## src/rtl/grf_write_arbiter.sv

```systemverilog
// Single GRF write-port arbiter: the write-back stage always wins, while secondary
// producer results wait in a small in-order FIFO and drain only when the port is free.
module grf_write_arbiter #(
   parameter int DEPTH        = 2,
   parameter int STARVE_LIMIT = 4
) (
   input  logic        clk,
   input  logic        reset,
   input  logic        w_we,
   input  logic [4:0]  w_addr,
   input  logic [31:0] w_data,
   input  logic [31:0] w_pc,
   input  logic        s_valid,
   output logic        s_ready,
   input  logic [4:0]  s_addr,
   input  logic [31:0] s_data,
   input  logic [31:0] s_pc,
   output logic        grf_we,
   output logic [4:0]  grf_a3,
   output logic [31:0] grf_wd,
   output logic [31:0] grf_pc,
   input  logic [4:0]  q_addr,
   output logic        q_pending,
   output logic        stall_req
);

   localparam int PW = $clog2(DEPTH);
   localparam int CW = PW + 1;
   localparam int AW = $clog2(STARVE_LIMIT + 1);

   logic [4:0]    fifo_addr [DEPTH];
   logic [31:0]   fifo_data [DEPTH];
   logic [31:0]   fifo_pc   [DEPTH];
   logic [PW-1:0] rd_ptr;
   logic [PW-1:0] wr_ptr;
   logic [CW-1:0] count;
   logic [AW-1:0] age;

   logic prim_eff;
   logic fifo_empty;
   logic fifo_full;
   logic push;
   logic pop;

   // A primary write to $0 is a no-op and does not occupy the port.
   assign prim_eff   = !reset && w_we && (w_addr != 5'd0);
   assign fifo_empty = (count == '0);
   assign fifo_full  = (count == CW'(DEPTH));

   assign s_ready = !reset && !fifo_full;
   assign push    = s_valid && s_ready && (s_addr != 5'd0);
   assign pop     = !reset && !prim_eff && !fifo_empty;

   assign stall_req = !reset && (age >= AW'(STARVE_LIMIT));

   always_comb begin
      grf_we = 1'b0;
      grf_a3 = 5'd0;
      grf_wd = 32'd0;
      grf_pc = 32'd0;
      if (prim_eff) begin
         grf_we = 1'b1;
         grf_a3 = w_addr;
         grf_wd = w_data;
         grf_pc = w_pc;
      end else if (pop) begin
         grf_we = 1'b1;
         grf_a3 = fifo_addr[rd_ptr];
         grf_wd = fifo_data[rd_ptr];
         grf_pc = fifo_pc[rd_ptr];
      end
   end

   // A slot is live when its distance from the read pointer is below the occupancy.
   always_comb begin
      logic [PW-1:0] slot_off;
      logic          hit;
      slot_off = '0;
      hit      = 1'b0;
      for (int i = 0; i < DEPTH; i++) begin
         slot_off = PW'(i) - rd_ptr;
         if (({1'b0, slot_off} < count) && (fifo_addr[i] == q_addr)) begin
            hit = 1'b1;
         end
      end
      q_pending = !reset && (q_addr != 5'd0) && hit;
   end

   always_ff @(posedge clk) begin
      if (push) begin
         fifo_addr[wr_ptr] <= s_addr;
         fifo_data[wr_ptr] <= s_data;
         fifo_pc[wr_ptr]   <= s_pc;
      end
   end

   // Pointers wrap naturally; age only grows while a head sits unpopped.
   always_ff @(posedge clk) begin
      if (reset) begin
         rd_ptr <= '0;
         wr_ptr <= '0;
         count  <= '0;
         age    <= '0;
      end else begin
         if (push) begin
            wr_ptr <= wr_ptr + PW'(1);
         end
         if (pop) begin
            rd_ptr <= rd_ptr + PW'(1);
         end
         case ({push, pop})
            2'b10:   count <= count + CW'(1);
            2'b01:   count <= count - CW'(1);
            default: count <= count;
         endcase
         if (fifo_empty || pop) begin
            age <= '0;
         end else if (age < AW'(STARVE_LIMIT)) begin
            age <= age + AW'(1);
         end
      end
   end

endmodule

```

## config.mk

```make
export PLATFORM = sky130hd
export DESIGN_NAME = grf_write_arbiter
export DESIGN_NICKNAME = d
export VERILOG_FILES = /design/src/rtl/grf_write_arbiter.sv
export SDC_FILE = /design/constraint.sdc
export NUM_CORES = 1
export LEC_CHECK = 0
export BUFFER_PORTS_ARGS = -buffer_cell sky130_fd_sc_hd__buf_2
export CAP_MARGIN = 20
export CORE_MARGIN = 2
export CORE_UTILIZATION = 52
export CTS_BUF_LIST = sky130_fd_sc_hd__clkbuf_4
export CTS_CLUSTER_SIZE = 25
export DETAILED_ROUTE_END_ITERATION = 10
export PLACE_DENSITY = 0.93
export SYNTH_ARGS = -nofsm -noshare
export SYNTH_HDL_FRONTEND = slang
export SYNTH_SLANG_ARGS = --single-unit
export TNS_END_PERCENT = 50
```

## constraint.sdc

```tcl
create_clock -name clk -period 5.9 [get_ports clk]
set_input_delay 0.295 -clock clk [delete_from_list [all_inputs] [get_ports clk]]
set_output_delay 0.295 -clock clk [all_outputs]
set_load 0.01 [all_outputs]
```

# After elaboration in Yosys (flattened, before gate mapping)
# Memories as Yosys holds them, arrays and structs flattened. A register that Yosys moved wholly into a read port is not among the register bits.
# Cells that the tools add are included.
# Widths: inputs -> output; s select.
[totals] register_bits=7 ram_bits=138 word_cells=65 n_memories=3
[classes] n_addsub=7 magnitude_cmp=4 eq_ne=5 muxes=19 reduce_logical=23
[mem_list] name="fifo_data" depth=2 width=32 rd=1 rd_clocked_by_memory_dff=1 wr=1 line_no="32" rtl="logic [31:0] fifo_data [DEPTH];"
[mem_list] name="fifo_pc" depth=2 width=32 rd=1 rd_clocked_by_memory_dff=1 wr=1 line_no="33" rtl="logic [31:0] fifo_pc [DEPTH];"
[mem_list] name="fifo_addr" depth=2 width=5 rd=3 rd_clocked_by_memory_dff=1 wr=1 line_no="31" rtl="logic [4:0] fifo_addr [DEPTH];"
[ops] operator="$mux 32" n=4
[ops] operator="$reduce_bool 5->1" n=3
[ops] operator="$logic_and 1x1->1" n=12
[ops] operator="$mux 1" n=12
[ops] operator="$eq 5x5->1" n=2
[ops] operator="$mux 5" n=2
[ops] operator="$eq 2x2->1 const B" n=2
[ops] operator="$logic_not 1->1" n=4
[ops] operator="$lt 1x2->1" n=2
[ops] operator="$pmux 2 s2" n=1
[ops] operator="$add 3x1->3 const B" n=1
[ops] operator="$ge 3x3->1 const B" n=1
[ops] operator="$lt 3x3->1 const B" n=1
[ops] operator="$add 1x1->1 const B" n=2
[ops] operator="$add 2x1->2 const B" n=1
[ops] operator="$eq 2x1->1 const B" n=1
[ops] operator="$logic_not 2->1" n=1
[ops] operator="$reduce_bool 2->1" n=1
[ops] operator="$reduce_or 2->1" n=1
[ops] operator="$sub 1x1->1 const A" n=2
[ops] operator="$sub 2x1->2 const B" n=1
[ops] operator="$logic_or 1x1->1" n=1

# Longest topological paths before layout
# Gate-level depths: netlist of the first run.
[depth] word_depth=8 ltp_mapped=10

# Worst setup path before layout of the first run
# OpenSTA, ideal clock, no wires.
[synth_path] path_type="register to register" startpoint="register count[0]" endpoint="memory fifo_addr[1][0], enable pin" setup_time_ns=0.497 t_arrival_ns=3.853 path_slack_ns=1.550 stages_incl_launch_ff=5 path_cell_list="dfxtp_1 -> inv_1 -> a21oi_1 -> nand3_1 -> nor2_1"
[synth_between] elab_chain_len=7
[synth_lines] element="start: declaration" line_no="36" rtl="logic [CW-1:0] count;"
[synth_lines] element="start signal: assignment" line_no="112" rtl="2'b10: count <= count + CW'(1);"
[synth_lines] element="start signal: assignment" line_no="113" rtl="2'b01: count <= count - CW'(1);"
[synth_lines] element="start signal: assignment" line_no="114" rtl="default: count <= count;"
[synth_lines] element="$eq 2x2->1" line_no="48" rtl="assign fifo_full = (count == CW'(DEPTH));"
[synth_lines] element="$logic_not 1->1" line_no="50" rtl="assign s_ready = !reset && !fifo_full;"
[synth_lines] element="$logic_and 1x1->1" line_no="50"
[synth_lines] element="named net s_ready" line_no="14" rtl="output logic s_ready,"
[synth_lines] element="$logic_and 1x1->1 (2 in series)" line_no="51" rtl="assign push = s_valid && s_ready && (s_addr != 5'd0);"
[synth_lines] element="$mux 1" line_no="90" rtl="if (push) begin"
[synth_lines] element="$mux 1 (not written as such)" line_no="91" rtl="fifo_addr[wr_ptr] <= s_addr;"
[synth_lines] element="end: declaration" line_no="31"
# The timed path passes the listed nets, and every way through them passes these cells.

# Final worst setup path of the first run
[layout_path] startpoint="register count[0]" endpoint="output port grf_wd[10]"
[layout_between] elab_chain_len=5
[layout_lines] element="$logic_not 2->1" line_no="47" rtl="assign fifo_empty = (count == '0);"
[layout_lines] element="$logic_not 1->1" line_no="52" rtl="assign pop = !reset && !prim_eff && !fifo_empty;"
[layout_lines] element="$logic_and 1x1->1" line_no="52"
[layout_lines] element="$mux 32" line_no="66" rtl="end else if (pop) begin"
[layout_lines] element="$mux 32" line_no="61" rtl="if (prim_eff) begin"
[layout_lines] element="end: declaration" line_no="20" rtl="output logic [31:0] grf_wd,"
# Every way passes these cells.

==> results of run 1 <==
==> final timing paths <==
path / end / slack [ns] / depth (start not counted)
worst max-delay path: grf_wd[10] / 2.82 / 5
worst min-delay path: count[1]$_SDFFE_PP0P_ / 0.13 / 2
worst max register to register: count[1]$_SDFFE_PP0P_ / 2.93 / 7
worst min register to register: register / 0.52 / 1
==> state kept, by name (all words and copies together), names as in the netlist, named ones only <==
signal,count
age,3
fifo_pc,64
fifo_addr,10
fifo_data,64
count,2
rd_ptr,1
wr_ptr,1
==> layout by cell type, fill, tap and decap left out, types with 3 or more instances in the layout <==
cell type / n
o2bb2ai_1: 38
o2bb2ai_2: 26
nand2_1: 8
clkbuf_4: 19
buf_4: 5
edfxtp_1: 138
xor2_1: 7
dlygate4sd3_1: 69
nor2_1: 6
buf_2: 219
dfxtp_1: 7
inv_1: 3
nor3_1: 5
bufinv_16: 4
o21ai_2: 5
clkinv_4: 3
a21oi_1: 4
mux2i_1: 72
xnor2_1: 6
==> per-stage QoR <==
| stage | instances | hold slack (ns) | cell area, µm² |
|---|---|---|---|
| 3_5_place_dp | 719 | 0.488 | 7510 |
| 2_1_floorplan | 372 | 0.394 | 6360 |
| 4_1_cts | 820 | 0.0831 | 8530 |
| 5_1_grt | 821 | 0.0930 | 8530 |
| 6_report | 821 | 0.131 | 8530 |
| 3_3_place_gp | 719 | 0.480 | 7510 |
==> per-layer routing <==
metal | global-route usage, % | vias to the layer above | wire [µm]
met5 | 0 | - | 0
met4 | 8.21 | 0 | 283
met3 | 5.19 | 23 | 817
met2 | 42.5 | 175 | 8070
met1 | 23.8 | 2120 | 5590
li1 | - | 2062 | -
==> worst max-delay path: stages (launching register included) <==
cell,delay (ns)
dfxtp_1,0.39
nor2_1,0.29
a211o_2,0.65
buf_4,0.61
o2bb2ai_1,0.16
buf_2,0.17
==> cell families after synthesis <==
group | Yosys count | synth area share, %
AO/OA/AOI/OAI | 79 | 13.2
XOR/XNOR | 13 | 1.79
adder cells (fa/ha/maj) | 2 | 0.393
buffers and inverters | 28 | 3.07
flip-flops | 146 | 67.6
multiplexers | 72 | 11.3
AND/OR/NAND/NOR | 32 | 2.60
==> final cells by class <==
cell class / instances / area (µm²) / share of cell area [%]
inverter: 4 / 15.0 / 0.176
clock inverter: 13 / 184 / 2.16
sequential: 146 / 4310 / 50.5
multi-input combinational: 198 / 1870 / 22.0
tap: 147 / 184 / 2.16
timing repair buffer: 293 / 1820 / 21.4
clock buffer: 19 / 143 / 1.67
antenna: 1 / 2.50 / 0.0293
==> power by group <==
group	internal, mW	total, mW	switching (mW)
Clock	0.348	0.700	0.352
Combinational	0.171	0.352	0.181
Sequential	1.18	1.21	0.0316
Total	1.70	2.26	0.565
==> what timing repair did <==
action                     in CTS  in global routing
hold endpoints to repair      138                  0
hold buffers                   69                  0
setup endpoints to repair       0                  0
==> synth_stat cells (2+ instances only) <==
library cell	count
mux2i_1	72
dfxtp_1	8
inv_1	4
o2bb2ai_2	26
buf_6	8
o21ai_2	5
or3_1	2
nand2_1	8
a21oi_1	4
buf_2	12
buf_4	4
nor2_1	7
o21ai_0	2
xnor2_1	6
nor2b_1	2
ha_1	2
o2bb2ai_1	38
nor3_1	5
edfxtp_1	138
xor2_1	7
nand3_1	2
==> results.cfg, run 1 <==
[run_status]
run_status = finished clean

[worst_setup_path]
path_max_fanout = 41
critPathLaunchType = register
critPathKind = reg2out
worstReg2RegStart = count[0]$_SDFFE_PP0P_
worstSetupStartpoint = count[0]$_SDFFE_PP0P_
critPathCaptureType = output pin
worstPathArrival_ns = 2.79
required_ns = 5.61

[route]
drt-initial-drc-count = 167
vias = 4380
wl_per_cell_um = 18.0
finalWirelength_um = 14800
postRouteAntennaNets = 0
via_per_inst = 5.33
first_pass_iters = 4
post-route-drc-count = 0

[sta]
period_needed_ns = 3.08
setup-violations-final = 0
fin_skew_ns = 0.0165
hold_viol = 0
slew_headroom_pct = 38.9
fmax_mhz = 324
fin_crit_sh_pct = 52.2
tightest_slew_ns = 0.914
drv_slew = 0
layout_setup_ws_ns = 2.82
rsz0062_at_grt = no
tns_ns = 0

[die]
rows = 40
die_x_um = 115
ios = 220
core_mm2 = 0.0120
die_h_um = 115
initial_core_util_pct = 53.2
die_area_mm2 = 0.0131

[global_routing]
grt.total_usage_pct = 22.3
antenna_found_initial = 1
grt_pass1_wl_um = 22000
grt_max_degree = 65
grt_pass1_vias = 4591
gr-total-overflow = 0

[cts]
tritoncts = yes
htree_levels = 4
clk_pin_slew_worst_paths_ns = 0.11
post_cts_buffers = 0
clk_latency_ns = 0.50
cts_sinks = 146
numCtsBuffers = 17
cts_resized = 0
clockBufferDepth = 2
ctsRootBufferMaster = clkbuf_4

[worst_hold_path]
hold_class = in2reg
worstHoldStart = reset

[pwr]
power_density_mw_per_mm2 = 265
p_leak_nw = 3.26
p_total_mw = 2.26
ir_worst_vdd_mv = 0.155

[place]
place_ws_ns = 2.98
gp_congestion = 0.812
dpl.hpwl_um = 9400
port-buffer-count = 219

[logic_synthesis]
syn_avg_cell_area_um2 = 17.1
ys_seq_area_share_pct = 67.6
syn_nets = 521
yosysUniqueCellTypes = 31
synth_flop_cell = edfxtp_1
synth_enable_flop_cells = 138
synth_seq_cells = 146
yosys.area.top_type = edfxtp_1
syn_inst = 372
yosysWarnings = 0
synth_top_area_share_pct = 65.1
synthArstFlopShare_pct = 0
synth_area_mm2 = 0.00636
ys_top_cells_by_area = edfxtp_1 65%, mux2i_1 11%, o2bb2ai_2 6.1%

[layout]
nFillCells = 776
post-route-util_pct = 71.3
area_delta_synth_final_pct = 34.1
nNetsFinal = 809
drive_above_1_share_pct = 43.7

[flow_run]
drv_cap = 0
Power figures use the tool's default switching activity.
==> inputs of run 2 (changes only) <==
clock period = 3.2 ns   (was 5.9 ns; I/O delays follow)
==> results.cfg, run 2 (synthesized netlist as in run 1, its figures left out) <==
[place]
place_ws_ns = 1.22
placedInstanceArea_mm2 = 0.00756
dpl.hpwl_um = 9290
port-buffer-count = 219
gp_congestion = 0.854
placed_cells = 722

[worst_setup_path]
slowest_stage = and2_2
critPathLaunchType = input port
critPathCaptureType = output pin
path_max_fanout = 38
cp.buffers_inverters = 4
slowest_delay_ns = 0.65
path_cells = dlygate4sd3_1, buf_2, nor2b_4, and2_2, buf_12, o2bb2ai_1, buf_2
required_ns = 3.04
critPathTopFamily = buffers and inverters
worstPathArrival_ns = 2.43
critPathKind = in2out
crit_path_frequent_cell = buf_2

[sta]
tightest_slew_ns = 0.732
fmax_mhz = 386
fin_crit_sh_pct = 80.9
period_needed_ns = 2.59
drv_slew = 0
whs_ns = 0.114
fin_skew_ns = 0.0121
hold_viol = 0
rsz0062_at_grt = no
layout_setup_ws_ns = 0.610
slew_headroom_pct = 51.2
setup-violations-final = 0
tns_ns = 0

[layout]
drive_above_1_share_pct = 43.7
reg_top3 = fifo_data: 64 flops, fifo_pc: 64 flops, fifo_addr: 10 flops
area_delta_synth_final_pct = 34.9
post-route-util_pct = 71.7
final_common_cell = buf_2
stdcell_area_mm2 = 0.00858
nNetsFinal = 814
fin_cells = 825
num_antenna_cells = 0
final_cell_mix = 219 x buf_2, 138 x edfxtp_1, 72 x mux2i_1
nFillCells = 729

[pwr]
p_total_mw = 4.14
power_density_mw_per_mm2 = 483
ir_worst_vdd_mv = 0.328
p_leak_nw = 3.28

[die]
rows = 40
die_x_um = 115
ios = 220
initial_core_util_pct = 53.2
die_h_um = 115
core_mm2 = 0.0120
die_area_mm2 = 0.0131

[route]
finalWirelength_um = 15200
first_pass_iters = 4
postRouteAntennaNets = 0
wl_per_cell_um = 18.4
post-route-drc-count = 0
via_per_inst = 5.36
vias = 4424
drt-initial-drc-count = 210

[global_routing]
grt_pass1_vias = 4696
antenna_found_initial = 0
gr-total-overflow = 0
grt_pass1_wl_um = 22900
grt.total_usage_pct = 23.7
grt_max_degree = 43

[cts]
ctsRootBufferMaster = clkbuf_4
clockBufferDepth = 2
numCtsBuffers = 17
htree_levels = 4
clk_latency_ns = 0.52
cts_sinks = 146
post_cts_buffers = 0
tritoncts = yes
clk_pin_slew_worst_paths_ns = 0.11

[run_status]
run_status = finished clean

[flow_run]
drv_cap = 0

[worst_hold_path]
hold_class = in2reg
==> run 2: cell count changes in the layout (fill, tap and decap cells not counted), moves of 2 or more <==
cell	delta
dlygate4sd3_1	+2
clkinv_2	+3
inv_6	-2
clkinv_4	-3
buf_12	+2
==> run 2: path summary, 6_finish.rpt <==
path | slack [ns] | from | depth (start not counted) | to
worst max register to register | 1.23 | count[0]$_SDFFE_PP0P_ | 5 | fifo_pc[1][10]$_DFFE_PP_
worst min register to register | 0.54 | rd_ptr$_SDFFE_PP0P_ | 1 | register
worst min-delay path | 0.11 | w_we | 4 | age[0]$_SDFFE_PP0N_
worst max-delay path | 0.61 | reset | 7 | grf_pc[4]
==> run 2: layout make-up <==
class                      count  area (µm²)  share of cell area [%]
tap                          147         184                    2.14
timing repair buffer         298        1890                    22.0
multi-input combinational    198        1870                    21.8
clock inverter                13         166                    1.94
inverter                       4        15.0                   0.175
clock buffer                  19         143                    1.66
sequential                   146        4310                    50.2
==> run 2: where the power goes <==
group	internal, mW	total (mW)	switching, mW
combinational	0.325	0.665	0.340
clock	0.624	1.24	0.619
sequential	2.18	2.23	0.0572
total	3.13	4.14	1.02
==> run 2: repair_timing <==
item                                   4_1_cts  5_1_grt
endpoints found under the hold margin      141        0
hold buffers                                71        0
setup endpoints to repair                    0        0
resized for setup                            0        0
==> run 2: metal layers <==
metal	wire, µm	vias up	GRT usage (%)	part of all wire (%)
li1	-	2082	-	-
met2	8460	191	45.3	56
met4	374	0	11.5	2.5
met1	5490	2122	23.9	36
met3	850	29	5.66	5.6
met5	0	-	0	0
==> run 2: worst reg2reg max path, cell delays in order, from the launching register on <==
cell and delay (ns):
dfxtp_1 0.45, inv_1 0.06, a21oi_1 0.26, nand3_1 0.21, nor2_4 0.12, buf_4 0.48
==> inputs of run 3 (changes only) <==
clock period = 2.5 ns   (was 3.2 ns; I/O delays follow)
==> results.cfg, run 3 (synthesized netlist as in run 1, its figures left out) <==
[sta]
hold_viol = 0
period_needed_ns = 2.24
fin_skew_ns = 0.0195
drv_slew = 0
slew_headroom_pct = 65.6
whs_ns = 0.105
tightest_slew_ns = 0.516
setup-violations-final = 0
fmax_mhz = 447
fin_crit_sh_pct = 89.6
rsz0062_at_grt = no

[route]
post-route-drc-count = 0
met1_length_um = 5390
met2_length_um = 7720
first_pass_iters = 5
route.met3.wl_um = 912
wl_per_cell_um = 17.3
highest_layer = met4
drt-initial-drc-count = 215
vias = 4481
finalWirelength_um = 14200
postRouteAntennaNets = 0
via_per_inst = 5.44

[die]
initial_core_util_pct = 53.2
die_h_um = 115
core_mm2 = 0.0120
die_x_um = 115
rows = 40
die_area_mm2 = 0.0131
ios = 220

[worst_setup_path]
slowest_stage = dfxtp_1
critPathKind = reg2out
worstPathArrival_ns = 2.11
slowest_delay_ns = 0.46
critPathTopFamily = compound AO/OA/AOI/OAI gates
worstSetupStartpoint = count[0]$_SDFFE_PP0P_
path_cells = nor2_1, a211o_2, buf_4, o2bb2ai_1, buf_2
cp.buffers_inverters = 2
critPathCaptureType = output pin
path_max_fanout = 31
required_ns = 2.38
worstReg2RegStart = count[0]$_SDFFE_PP0P_
critPathLaunchType = register

[cts]
htree_levels = 4
cts_resized = 0
clockBufferDepth = 2
clk_pin_slew_worst_paths_ns = 0.11
ctsRootBufferMaster = clkbuf_4
tritoncts = yes
cts_hold_buf = 71
post_cts_buffers = 0
clk_latency_ns = 0.51
numCtsBuffers = 17
cts_sinks = 146

[global_routing]
antenna_found_initial = 0
gr-total-overflow = 0
grt.total_usage_pct = 21.7
grt_max_degree = 70
grt_pass1_wl_um = 21800
grt_pass1_vias = 4565

[place]
gp_congestion = 0.863
dpl.hpwl_um = 8950
port-buffer-count = 219
placed_cells = 722

[pwr]
power_density_mw_per_mm2 = 625
p_leak_nw = 3.30
ir_worst_vdd_mv = 0.533

[worst_hold_path]
worstHoldStart = w_we
hold_class = in2reg

[layout]
drive_above_1_share_pct = 43.4
fin_cells = 824
nNetsFinal = 814
num_antenna_cells = 0
final_common_cell = buf_2
final_cell_mix = 219 x buf_2, 138 x edfxtp_1, 72 x mux2i_1
area_delta_synth_final_pct = 35.6
reg_top3 = fifo_data: 64 flops, fifo_pc: 64 flops, fifo_addr: 10 flops

[run_status]
run_status = finished clean

[flow_run]
drv_cap = 0
run 3: routing by layer:
metal,GRT usage [%],vias up
li1,-,2086
met1,24.4,2175
met2,39.6,198
met3,5.66,22
met4,8.13,0
met5,0,-
run 3: tightest hold or removal path, stage by stage:
cell and delay [ns]:
buf_2 0.11, nor2b_4 0.14, nand2_1 0.13, nor3_1 0.06
run 3: area by class of cell:
type / count / area [µm²]
fill: 733 / 3330
sequential: 146 / 4310
inverter: 4 / 15.0
clock buffer: 19 / 143
multi-input combinational: 198 / 1870
tap: 147 / 184
timing repair buffer: 298 / 1920
clock inverter: 12 / 189
run 3: final timing paths:
| kind | depth (start not counted) | to | slack [ns] |
|---|---|---|---|
| setup / recovery | 5 | grf_wd[29] | 0.26 |
| hold / removal | 4 | age[2]$_SDFFE_PP0N_ | 0.10 |
| setup reg to reg | 6 | count[1]$_SDFFE_PP0P_ | 0.56 |
| hold reg to reg | 2 | age[1]$_SDFFE_PP0N_ | 0.55 |
run 3: stage by stage:
stage	setup TNS [ns]	power (mW)	instance area (µm²)	utilization, %	setup WS [ns]
global route	0	5.60	8630	72.1	0.115
global placement	0	3.64	7590	63.4	0.705
CTS	0	5.41	8630	72.1	0.232
floorplan	-16.88	3.36	6370	-	-0.245
detailed placement	0	3.67	7590	63.4	0.605
finish	0	5.39	8630	72.1	0.260
run 3: power breakdown:
| group | leakage, nW | internal [mW] | switching [mW] |
|---|---|---|---|
| clock | 0.169 | 0.901 | 0.785 |
| combinational | 1.80 | 0.422 | 0.446 |
| sequential | 1.33 | 2.79 | 0.0526 |
| total | 3.30 | 4.11 | 1.28 |
